==> config.mk <==
export PLATFORM = sky130hd
export DESIGN_NAME = ps2_key_decoder
export DESIGN_NICKNAME = d
export VERILOG_FILES = /design/src/rtl/ps2_pkg.sv /design/src/rtl/ps2_ascii_lut.sv /design/src/rtl/ps2_key_decoder.sv
export SDC_FILE = /design/constraint.sdc
export NUM_CORES = 1
export LEC_CHECK = 0
export BUFFER_PORTS_ARGS = -buffer_cell sky130_fd_sc_hd__buf_2
export CORE_UTILIZATION = 49
export DETAILED_ROUTE_END_ITERATION = 16
export PLACE_DENSITY = 0.72
export SYNTH_ARGS = -nofsm -noshare
export SYNTH_HDL_FRONTEND = slang
export SYNTH_SLANG_ARGS = --single-unit
==> constraint.sdc <==
create_clock -name clk -period 2 [get_ports clk]
set_input_delay 0.1 -clock clk [delete_from_list [all_inputs] [get_ports clk]]
set_output_delay 0.1 -clock clk [all_outputs]
set_load 0.01 [all_outputs]
==> src/rtl/ps2_pkg.sv <==
// ps2_pkg: set-2 prefix/scan-code constants and handshake state type
package ps2_pkg;
  localparam logic [7:0] PS2_EXT   = 8'hE0;
  localparam logic [7:0] PS2_BRK   = 8'hF0;
  localparam logic [7:0] PS2_PAUSE = 8'hE1;
  localparam logic [7:0] PS2_BAT   = 8'hAA;
  localparam logic [7:0] PS2_ERR0  = 8'h00;
  localparam logic [7:0] PS2_ERRF  = 8'hFF;
  localparam logic [7:0] SC_LSHIFT = 8'h12;
  localparam logic [7:0] SC_RSHIFT = 8'h59;
  typedef enum logic {IDLE, ACK} state_t;
endpackage

==> src/rtl/ps2_ascii_lut.sv <==
// ps2_ascii_lut: set-2 scan code to ASCII for letters, digits, space and enter
module ps2_ascii_lut (
  input  logic [7:0] code,
  input  logic       shift,
  output logic [7:0] ascii
);
  logic [7:0] lc;
  always_comb begin
    case (code)
      8'h1C: lc = "a";
      8'h32: lc = "b";
      8'h21: lc = "c";
      8'h23: lc = "d";
      8'h24: lc = "e";
      8'h2B: lc = "f";
      8'h34: lc = "g";
      8'h33: lc = "h";
      8'h43: lc = "i";
      8'h3B: lc = "j";
      8'h42: lc = "k";
      8'h4B: lc = "l";
      8'h3A: lc = "m";
      8'h31: lc = "n";
      8'h44: lc = "o";
      8'h4D: lc = "p";
      8'h15: lc = "q";
      8'h2D: lc = "r";
      8'h1B: lc = "s";
      8'h2C: lc = "t";
      8'h3C: lc = "u";
      8'h2A: lc = "v";
      8'h1D: lc = "w";
      8'h22: lc = "x";
      8'h35: lc = "y";
      8'h1A: lc = "z";
      8'h45: lc = "0";
      8'h16: lc = "1";
      8'h1E: lc = "2";
      8'h26: lc = "3";
      8'h25: lc = "4";
      8'h2E: lc = "5";
      8'h36: lc = "6";
      8'h3D: lc = "7";
      8'h3E: lc = "8";
      8'h46: lc = "9";
      8'h29: lc = 8'h20;
      8'h5A: lc = 8'h0D;
      default: lc = 8'h00;
    endcase
    ascii = (shift && lc >= "a" && lc <= "z") ? lc - 8'h20 : lc;
  end
endmodule

==> src/rtl/ps2_key_decoder.sv <==
// ps2_key_decoder: drains the ps2_keyboard FIFO and turns set-2 byte
// sequences into registered key events with held/shift/ASCII tracking
module ps2_key_decoder
  import ps2_pkg::*;
#(
  parameter int CNT_W   = 8,
  parameter int E1_SKIP = 7
) (
  input  logic             clk,
  input  logic             resetn,
  input  logic [7:0]       ps2_data_in,
  input  logic             ps2_ready,
  input  logic             ps2_overflow,
  output logic             nextdata_n,
  output logic             key_valid,
  output logic [7:0]       key_code,
  output logic             key_ext,
  output logic             key_press,
  output logic             key_repeat,
  output logic [7:0]       key_ascii,
  output logic             shift_held,
  output logic [CNT_W-1:0] press_cnt,
  output logic             ovf_sticky,
  input  logic             clr
);
  localparam int SKIP_W = $clog2(E1_SKIP + 1);
  state_t state;
  logic ext_pend, brk_pend, held_valid, l_sh, r_sh, ovf_q;
  logic [8:0] held_id, id;
  logic [SKIP_W-1:0] skip_cnt;
  logic [7:0] lut_ascii;
  logic capture, is_err, is_pfx, is_key, same, cnt_evt, ovf_rise;
  assign capture    = state == IDLE && ps2_ready;
  assign is_err     = ps2_data_in inside {PS2_ERR0, PS2_ERRF, PS2_BAT};
  assign is_pfx     = ps2_data_in inside {PS2_EXT, PS2_BRK, PS2_PAUSE};
  assign is_key     = capture && skip_cnt == '0 && !is_err && !is_pfx;
  assign id         = {ext_pend, ps2_data_in};
  assign same       = held_valid && id == held_id;
  assign cnt_evt    = is_key && !brk_pend && !same;
  assign ovf_rise   = ps2_overflow && !ovf_q;
  assign shift_held = l_sh | r_sh;
  ps2_ascii_lut u_lut (.code(ps2_data_in), .shift(shift_held), .ascii(lut_ascii));
  always_ff @(posedge clk or negedge resetn)
    if (!resetn) begin
      state      <= IDLE;
      nextdata_n <= 1'b1;
      key_valid  <= 1'b0;
      key_code   <= '0;
      key_ext    <= 1'b0;
      key_press  <= 1'b0;
      key_repeat <= 1'b0;
      key_ascii  <= '0;
      l_sh       <= 1'b0;
      r_sh       <= 1'b0;
      press_cnt  <= '0;
      ovf_sticky <= 1'b0;
      ovf_q      <= 1'b0;
      held_valid <= 1'b0;
      held_id    <= '0;
      ext_pend   <= 1'b0;
      brk_pend   <= 1'b0;
      skip_cnt   <= '0;
    end else begin
      key_valid <= 1'b0;
      ovf_q     <= ps2_overflow;
      if (capture) begin
        state      <= ACK;
        nextdata_n <= 1'b0;
        if (skip_cnt != '0)
          skip_cnt <= skip_cnt - SKIP_W'(1);
        else if (ps2_data_in == PS2_PAUSE) begin
          skip_cnt <= SKIP_W'(E1_SKIP);
          ext_pend <= 1'b0;
          brk_pend <= 1'b0;
        end else if (ps2_data_in == PS2_EXT)
          ext_pend <= 1'b1;
        else if (ps2_data_in == PS2_BRK)
          brk_pend <= 1'b1;
        else begin
          ext_pend <= 1'b0;
          brk_pend <= 1'b0;
        end
        if (is_key) begin
          key_valid  <= 1'b1;
          key_code   <= ps2_data_in;
          key_ext    <= ext_pend;
          key_press  <= !brk_pend;
          key_repeat <= !brk_pend && same;
          key_ascii  <= (!brk_pend && !ext_pend) ? lut_ascii : '0;
          if (!brk_pend) begin
            held_id    <= id;
            held_valid <= 1'b1;
          end else if (same)
            held_valid <= 1'b0;
          if (!ext_pend && ps2_data_in == SC_LSHIFT) l_sh <= !brk_pend;
          if (!ext_pend && ps2_data_in == SC_RSHIFT) r_sh <= !brk_pend;
        end
      end else begin
        state      <= IDLE;
        nextdata_n <= 1'b1;
      end
      // an overflow means the byte stream is broken, so any partial sequence is dropped
      if (ovf_rise) begin
        ext_pend <= 1'b0;
        brk_pend <= 1'b0;
        skip_cnt <= '0;
      end
      ovf_sticky <= ovf_rise | (ovf_sticky & ~clr);
      press_cnt  <= clr ? CNT_W'(cnt_evt) : press_cnt + CNT_W'(cnt_evt);
    end
endmodule
==> reports/metrics.cfg, run 1 <==
[placed_design]
placed_cells_incl_taps=498
dp_hpwl_microns=6510
place_ws_ps=-273
gp_congestion=0.884
numPortBuffers=43

[hold_path]
hp-class=in -> reg
min_path_cells=2
hp-start=ps2_ready
hold_end=nextdata_n

[synth]
ys_seq_area_frac=0.387
synthAdderAreaFrac=0.0474
ys_warn_count=0
synth.area.top_cells=dfrtp_1 (38%), ha_1 (4.7%), mux2_2 (4.6%)
synthMuxAreaShare=0.0651
synth_compound_area_frac=0.189
synth-edff-count=0
synth_area_sq_um=3170
syn_area_per_cell_sq_um=9.19
async_flop_share=1.00
synth_top_area_share=0.379
synth_commonest_cells=dfrtp_1 (48), nand2_1 (39), nor2_1 (26), o21ai_0 (22), buf_2 (15)
synth_top_family_by_area=simple AND/OR/NAND/NOR gates
synth-xor-area-share=0.0414
syn-num-nets=370
synth_area_leader_cell=dfrtp_1
ys_types=66
synth_simple_gate_area_share=0.208
ys.flop_type=dfrtp_1
synthCells=345
ys_ff_latch=49
yosys.cell_count.top_type=dfrtp_1

[run]
cap_violations=0

[grt]
grt_pass1_vias=2608
grt_max_degree=50
grtUsageTotal=0.260
grt_pass1_wl_microns=13100
grt_remaining_overflow=0
antenna_found_initial=0

[critical_path]
cp.required_ps=2210
r2r-end=press_cnt[5]
critPathLaunchType=register
slowest_stage=dfrtp_1
startpoint=skip_cnt[0]
reg2reg_depth=12
path_cells=inv_2, ha_4, nand2_2, nor2_4, o2111ai_4, inv_2, and3_4, ha_4, and3_4, nand3_2, xor2_1, nor2_1
end_kind=register
reg2reg_from=skip_cnt[0]
cp_max_fo=3
path_class=reg -> reg
rrSetupSlack_ps=20
critPathMaxStageDelay_ps=410
cp_data_arrival_time_ps=2190

[die]
fp.dieW_microns=82.4
ios=44
rows=28
die_y_microns=82.4
die_area_sq_um=6800
start_util=0.520
core-area_sq_um=6100

[clock_network]
ctsLongestPathBuffers=2
path_clk_slew_ps=100
clock_sink_count=49
cts_tree=yes
cts-buffers-inserted=5
clock-root-buffer=clkbuf_8
worstSkewPairLatency_ps=310
h-tree-depth=2

[timing]
finalCritPeriodShare=0.991
max_freq_mhz=505
setup_viol=0
rsz0062_at_grt=yes
slew_violations=0
hold_viol=0
finalCriticalPeriod_ps=1980
relSlewSlack=0.598
worst_pin_slew_ps=603
clock_skew_ps=14.6
setup_slack_ps=18.3

[routing]
drtAntennaViolNets=0
num_vias=2791
drtIter0Drc=157
wire_per_inst_microns=16.0
vias_per_cell=5.46
dr.pass1.iters=4
drt_wl_total_microns=8200
drcViolationCount=0

[layout]
drive_gt1_frac=0.369
diodes=0
final_nets=460
instances_no_fill=511
syn2layout_area_growth_pct=28.6

[outcome]
outcome=finished clean

[power_and_ir_drop]
p_leak_nw=1.94
ir_drop_v=0.000732
p_per_area_nw_per_um2=863

## worst max-delay path: cells and delay by family (launching register included)
| kind | cells | cell delay (ps) |
|---|---|---|
| AOI/OAI and AO/OA | 1 | 130 |
| xor gates and xnor gates | 1 | 150 |
| adders and majority gates | 2 | 260 |
| buffers and inverters | 2 | 180 |
| DFF | 1 | 410 |
| and+or+nand+nor | 6 | 760 |
## state kept, by name, indices dropped and copies added, names as in the netlist, 3 cells and up
signal / count
held_id: 9
key_ascii: 8
key_code: 8
press_cnt: 8
skip_cnt: 3
## worst max path at each step
stage,to,cells past startpoint,slack (ps)
after global routing,press_cnt[5],12,-80
final,press_cnt[5],12,20
after floorplan,press_cnt[5],12,-20
after detailed placement,key_ascii[5],11,-270
after global placement,key_ascii[5],11,-300
after CTS,press_cnt[5],12,-30
## cells in the final DEF, fill, tap and decap left out, types with 3 or more instances in the layout
| master | count |
|---|---|
| and3_1 | 3 |
| nor2_1 | 25 |
| a21o_1 | 5 |
| a311oi_1 | 3 |
| a31oi_1 | 3 |
| nor2b_1 | 6 |
| o21a_1 | 3 |
| buf_4 | 61 |
| o21ai_0 | 21 |
| buf_2 | 43 |
| ha_4 | 3 |
| inv_1 | 9 |
| inv_2 | 4 |
| a21oi_1 | 14 |
| mux2_2 | 13 |
| mux2i_1 | 6 |
| dfrtp_1 | 48 |
| a22o_1 | 3 |
| clkbuf_8 | 5 |
| or3_1 | 3 |
| xnor2_1 | 3 |
| nand3_1 | 6 |
| nand2b_1 | 11 |
| ha_1 | 7 |
| o211ai_1 | 3 |
| nand4_1 | 4 |
| xor2_1 | 12 |
| nand2_1 | 38 |
| nor3_1 | 6 |
## power breakdown
group / internal, mW / switching, mW
registers: 1.28 / 0.180
clock network: 0.262 / 0.361
logic: 0.696 / 0.735
total: 2.24 / 1.28
## per-layer routing
layer | GRT usage | vias up | share of wire
li1 | - | 1403 | -
met1 | 0.375 | 1302 | 0.49
met2 | 0.405 | 79 | 0.45
met3 | 0.0440 | 7 | 0.055
met4 | 0.0596 | 0 | 0.0074
met5 | 0 | - | 0
## logic make-up (layout without fill, tap and decap cells)
kind of cell             Yosys count  in the layout
XOR/XNOR                          15             15
AO/OA/AOI/OAI                     83             83
multiplexers                      19             19
buffers and inverters             40            131
AND/OR/NAND/NOR                  127            127
adder cells (fa/ha/maj)           12             12
flip-flops                        49             49
## stage by stage
| step | hold WS, ps | instance area (sq um) | power (mW) | util | TNS, ps |
|---|---|---|---|---|---|
| finish | 28.0 | 4080 | 3.52 | 0.669 | 0 |
| global route | 48.9 | 4080 | 3.80 | 0.669 | -180 |
| CTS | 24.1 | 4020 | 3.48 | 0.659 | -34.2 |
| detailed placement | 228 | 3890 | 2.84 | 0.638 | -1040 |
| global placement | 227 | 3890 | 2.79 | 0.638 | -1080 |
| floorplan | -196 | 3280 | 2.33 | - | -31.1 |
## cell type report
cell class / count / area, sq um
clock buffer: 5 / 68.8
clock inverter: 3 / 28.8
fill: 523 / 2020
inverter: 15 / 58.8
multi-input combinational: 256 / 1870
sequential: 49 / 1230
tap: 75 / 93.8
timing repair buffer: 108 / 733
## timing repair
item	CTS	global route
endpoints found under the setup margin	6	17
buffers inserted	0	3
hold buffers	2	0
pin swaps	1	7
gates cloned	0	0
endpoints found under the hold margin	49	0
resized for setup	2	9
(Power assumes the default switching activity.)
==> run 2: changes to the inputs <==
--- a/config.mk
+++ b/config.mk
@@ -6,9 +6,11 @@
 export NUM_CORES = 1
 export LEC_CHECK = 0
 export BUFFER_PORTS_ARGS = -buffer_cell sky130_fd_sc_hd__buf_2
+export CORE_MARGIN = 3
 export CORE_UTILIZATION = 49
 export DETAILED_ROUTE_END_ITERATION = 16
 export PLACE_DENSITY = 0.72
 export SYNTH_ARGS = -nofsm -noshare
 export SYNTH_HDL_FRONTEND = slang
+export SYNTH_HIERARCHICAL = 1
 export SYNTH_SLANG_ARGS = --single-unit
==> reports/metrics.cfg, run 2 <==
[synth]
synth.area.top_cells=dfrtp_1 (38%), mux2_1 (5.7%), ha_1 (4.7%)
ys_types=63  ; -4.5%
ys.flop_type=dfrtp_1
synth-edff-count=0  ; unchanged
syn-num-nets=360  ; -2.7%
ys_ff_latch=49  ; unchanged
async_flop_share=1.00  ; unchanged
yosys.cell_count.top_type=dfrtp_1
synth_commonest_cells=dfrtp_1 (48), nand2_1 (31), nor2_1 (23), mux2_1 (16), nand2b_1 (14)
synthCells=335  ; -2.9%
synth_area_sq_um=3160  ; -0.24%
synth_area_leader_cell=dfrtp_1
syn_area_per_cell_sq_um=9.44  ; +2.7%
synth_top_area_share=0.380  ; +0.000899
ys_warn_count=6  ; +6
ys_seq_area_frac=0.388  ; +0.000919

[die]
die_y_microns=86.3  ; +4.7%
ios=44  ; unchanged
die_area_sq_um=7460  ; +9.7%
rows=28  ; unchanged
core-area_sq_um=6100  ; unchanged
start_util=0.519  ; -0.00123
fp.dieW_microns=86.3  ; +4.7%

[layout]
multiInputGateArea_sq_um=1930  ; +3.6%
final_cell_mix=buf_4 (70), dfrtp_1 (48), buf_2 (41), nand2_1 (29), nor2_1 (23)
diodes=0  ; unchanged
nFillCells=464  ; -11%
regMostFlops=held_id
final_util=0.705  ; +0.0365
syn2layout_area_growth_pct=35.9
regArea_sq_um=1230  ; unchanged
fin_area_sq_um=4300  ; +5.5%
layout_commonest_cell=buf_4
drive_gt1_frac=0.384  ; +0.0145
largest_reg_flops=9  ; unchanged
final_nets=467  ; +1.5%

[timing]
clock_skew_ps=10.4  ; -4.20 ps
whs_ps=56.7  ; +28.7 ps
rsz0062_at_grt=yes
setup_slack_ps=-116  ; -134 ps
hold_viol=0  ; unchanged
setup_viol=6  ; +6
relSlewSlack=0.650  ; +0.0515
slew_violations=0  ; unchanged
finalSetupTns_ps=-367  ; -367 ps
finalCritPeriodShare=1.06  ; +0.0671
finalCriticalPeriod_ps=2120  ; +134 ps
max_freq_mhz=473  ; -6.3%
worst_pin_slew_ps=526  ; -77.3 ps

[critical_path]
end_kind=register
cp.required_ps=2200  ; about the same
path_cells=buf_8, inv_6, buf_4, ha_1, nand2_2, mux4_2, o221ai_2, or3b_4, ha_4, nand2_2, nor2_1, a31oi_1, nand2_1, o21ai_1
critPathLaunchType=input pin
path_class=in -> reg
critPathMaxStageDelay_ps=470  ; +60 ps
crit_top_cell=nand2_2
critPathBufInv=3  ; +1
cp_data_arrival_time_ps=2310  ; +120 ps
slowest_stage=mux4_2
cp_top_family=simple AND/OR/NAND/NOR gates
cp_max_fo=4  ; +1
rrSetupSlack_ps=-30  ; -50 ps

[outcome]
outcome=complete, but fails checks
violations=negative setup slack

[clock_network]
path_clk_slew_ps=100  ; about the same
clock-root-buffer=clkbuf_8
worstSkewPairLatency_ps=310  ; about the same
ctsLongestPathBuffers=2  ; unchanged
h-tree-depth=2  ; unchanged
clock_sink_count=49  ; unchanged
cts-buffers-inserted=5  ; unchanged
cts_tree=yes

[grt]
grt_pass1_vias=2715  ; +4.1%
grt_max_degree=34  ; -32%
antenna_found_initial=0  ; unchanged
grtUsageTotal=0.206  ; -0.0541
grt_remaining_overflow=0  ; unchanged
grt_pass1_wl_microns=12500  ; -4.3%

[power_and_ir_drop]
p_leak_nw=1.94  ; +0.36%
p_per_area_nw_per_um2=879  ; +1.8%
ir_drop_v=0.000735  ; +0.45%
power_mw=3.78  ; +7.4%

[routing]
vias_per_cell=5.67  ; +3.8%
drtIter0Drc=130  ; -17%
drcViolationCount=0  ; unchanged
num_vias=2936  ; +5.2%
wire_per_inst_microns=15.3  ; -4.7%
drt_wl_total_microns=7920  ; -3.4%
dr.pass1.iters=4  ; unchanged
drtAntennaViolNets=0  ; unchanged

[placed_design]
placed_area_sq_um=3920  ; +0.90%
gp_congestion=0.967  ; +9.3%
numPortBuffers=43  ; unchanged
dp_hpwl_microns=5750  ; -12%

[run]
cap_violations=0  ; unchanged

[hold_path]
hp-class=in -> reg

-- run 2: cell types whose count changed after synthesis, moves of 7 or more --
cell / previous run / this run
o21ai_0: 22 / 10
mux2_1: 0 / 16
xnor2_1: 3 / 12
o21ai_1: 0 / 12
xor2_1: 12 / 5
nand2_1: 39 / 31
mux2_2: 13 / 4
-- run 2: final cells by class --
class	instances	area share
sequential	49	0.286
tap	75	0.0218
timing repair buffer	121	0.207
clock buffer	5	0.0160
clock inverter	3	0.00495
multi-input combinational	250	0.450
inverter	15	0.0154
-- run 2: kinds of logic (layout without fill, tap and decap cells) --
| family | after synthesis | in the layout | share of synthesized area |
|---|---|---|---|
| buffers and inverters | 36 | 144 | 0.0518 |
| XOR/XNOR | 17 | 17 | 0.0471 |
| multiplexers | 27 | 27 | 0.0973 |
| adder cells (fa/ha/maj) | 12 | 12 | 0.0475 |
| AO/OA/AOI/OAI | 77 | 77 | 0.172 |
| flip-flops | 49 | 49 | 0.388 |
| AND/OR/NAND/NOR | 117 | 117 | 0.197 |
-- run 2: path summary, 6_finish.rpt --
path	startpoint	endpoint	cells past startpoint
max	ps2_data_in[1]	key_ascii[6]	14
min	clr	press_cnt[5]	2
max reg2reg	skip_cnt[0]	press_cnt[7]	11
min reg2reg	key_ascii[0]	key_ascii[0]	2
max in group asynchronous	resetn	key_code[1]	3
min in group asynchronous	resetn	r_sh	2
-- run 2: report_power, final --
group / switching, mW / internal (mW)
logic: 0.820 / 0.882
clock network: 0.339 / 0.249
registers: 0.185 / 1.30
-- run 2: metal layers --
layer / wire [microns] / global-route usage / up-vias
li1: - / - / 1423
met3: 422 / 0.0352 / 13
met4: 112 / 0.0496 / 0
met5: 0 / 0 / -
met2: 3860 / 0.344 / 89
met1: 3520 / 0.280 / 1411
-- run 2: repair_timing --
action / 4_1_cts / 5_1_grt
hold buffers: 2 / 0
cloned: 0 / 1
setup buffers: 2 / 5
resized for setup: 15 / 25
setup endpoints to repair: 18 / 18
pin swaps: 9 / 13
endpoints found under the hold margin: 21 / 0
-- run 2: through the flow --
step / worst slack (ps) / instances
3_5_place_dp: -516 / 500
3_3_place_gp: -494 / 500
5_1_grt: -281 / 518
6_report: -116 / 518
2_1_floorplan: -362 / 335
4_1_cts: -90.6 / 512
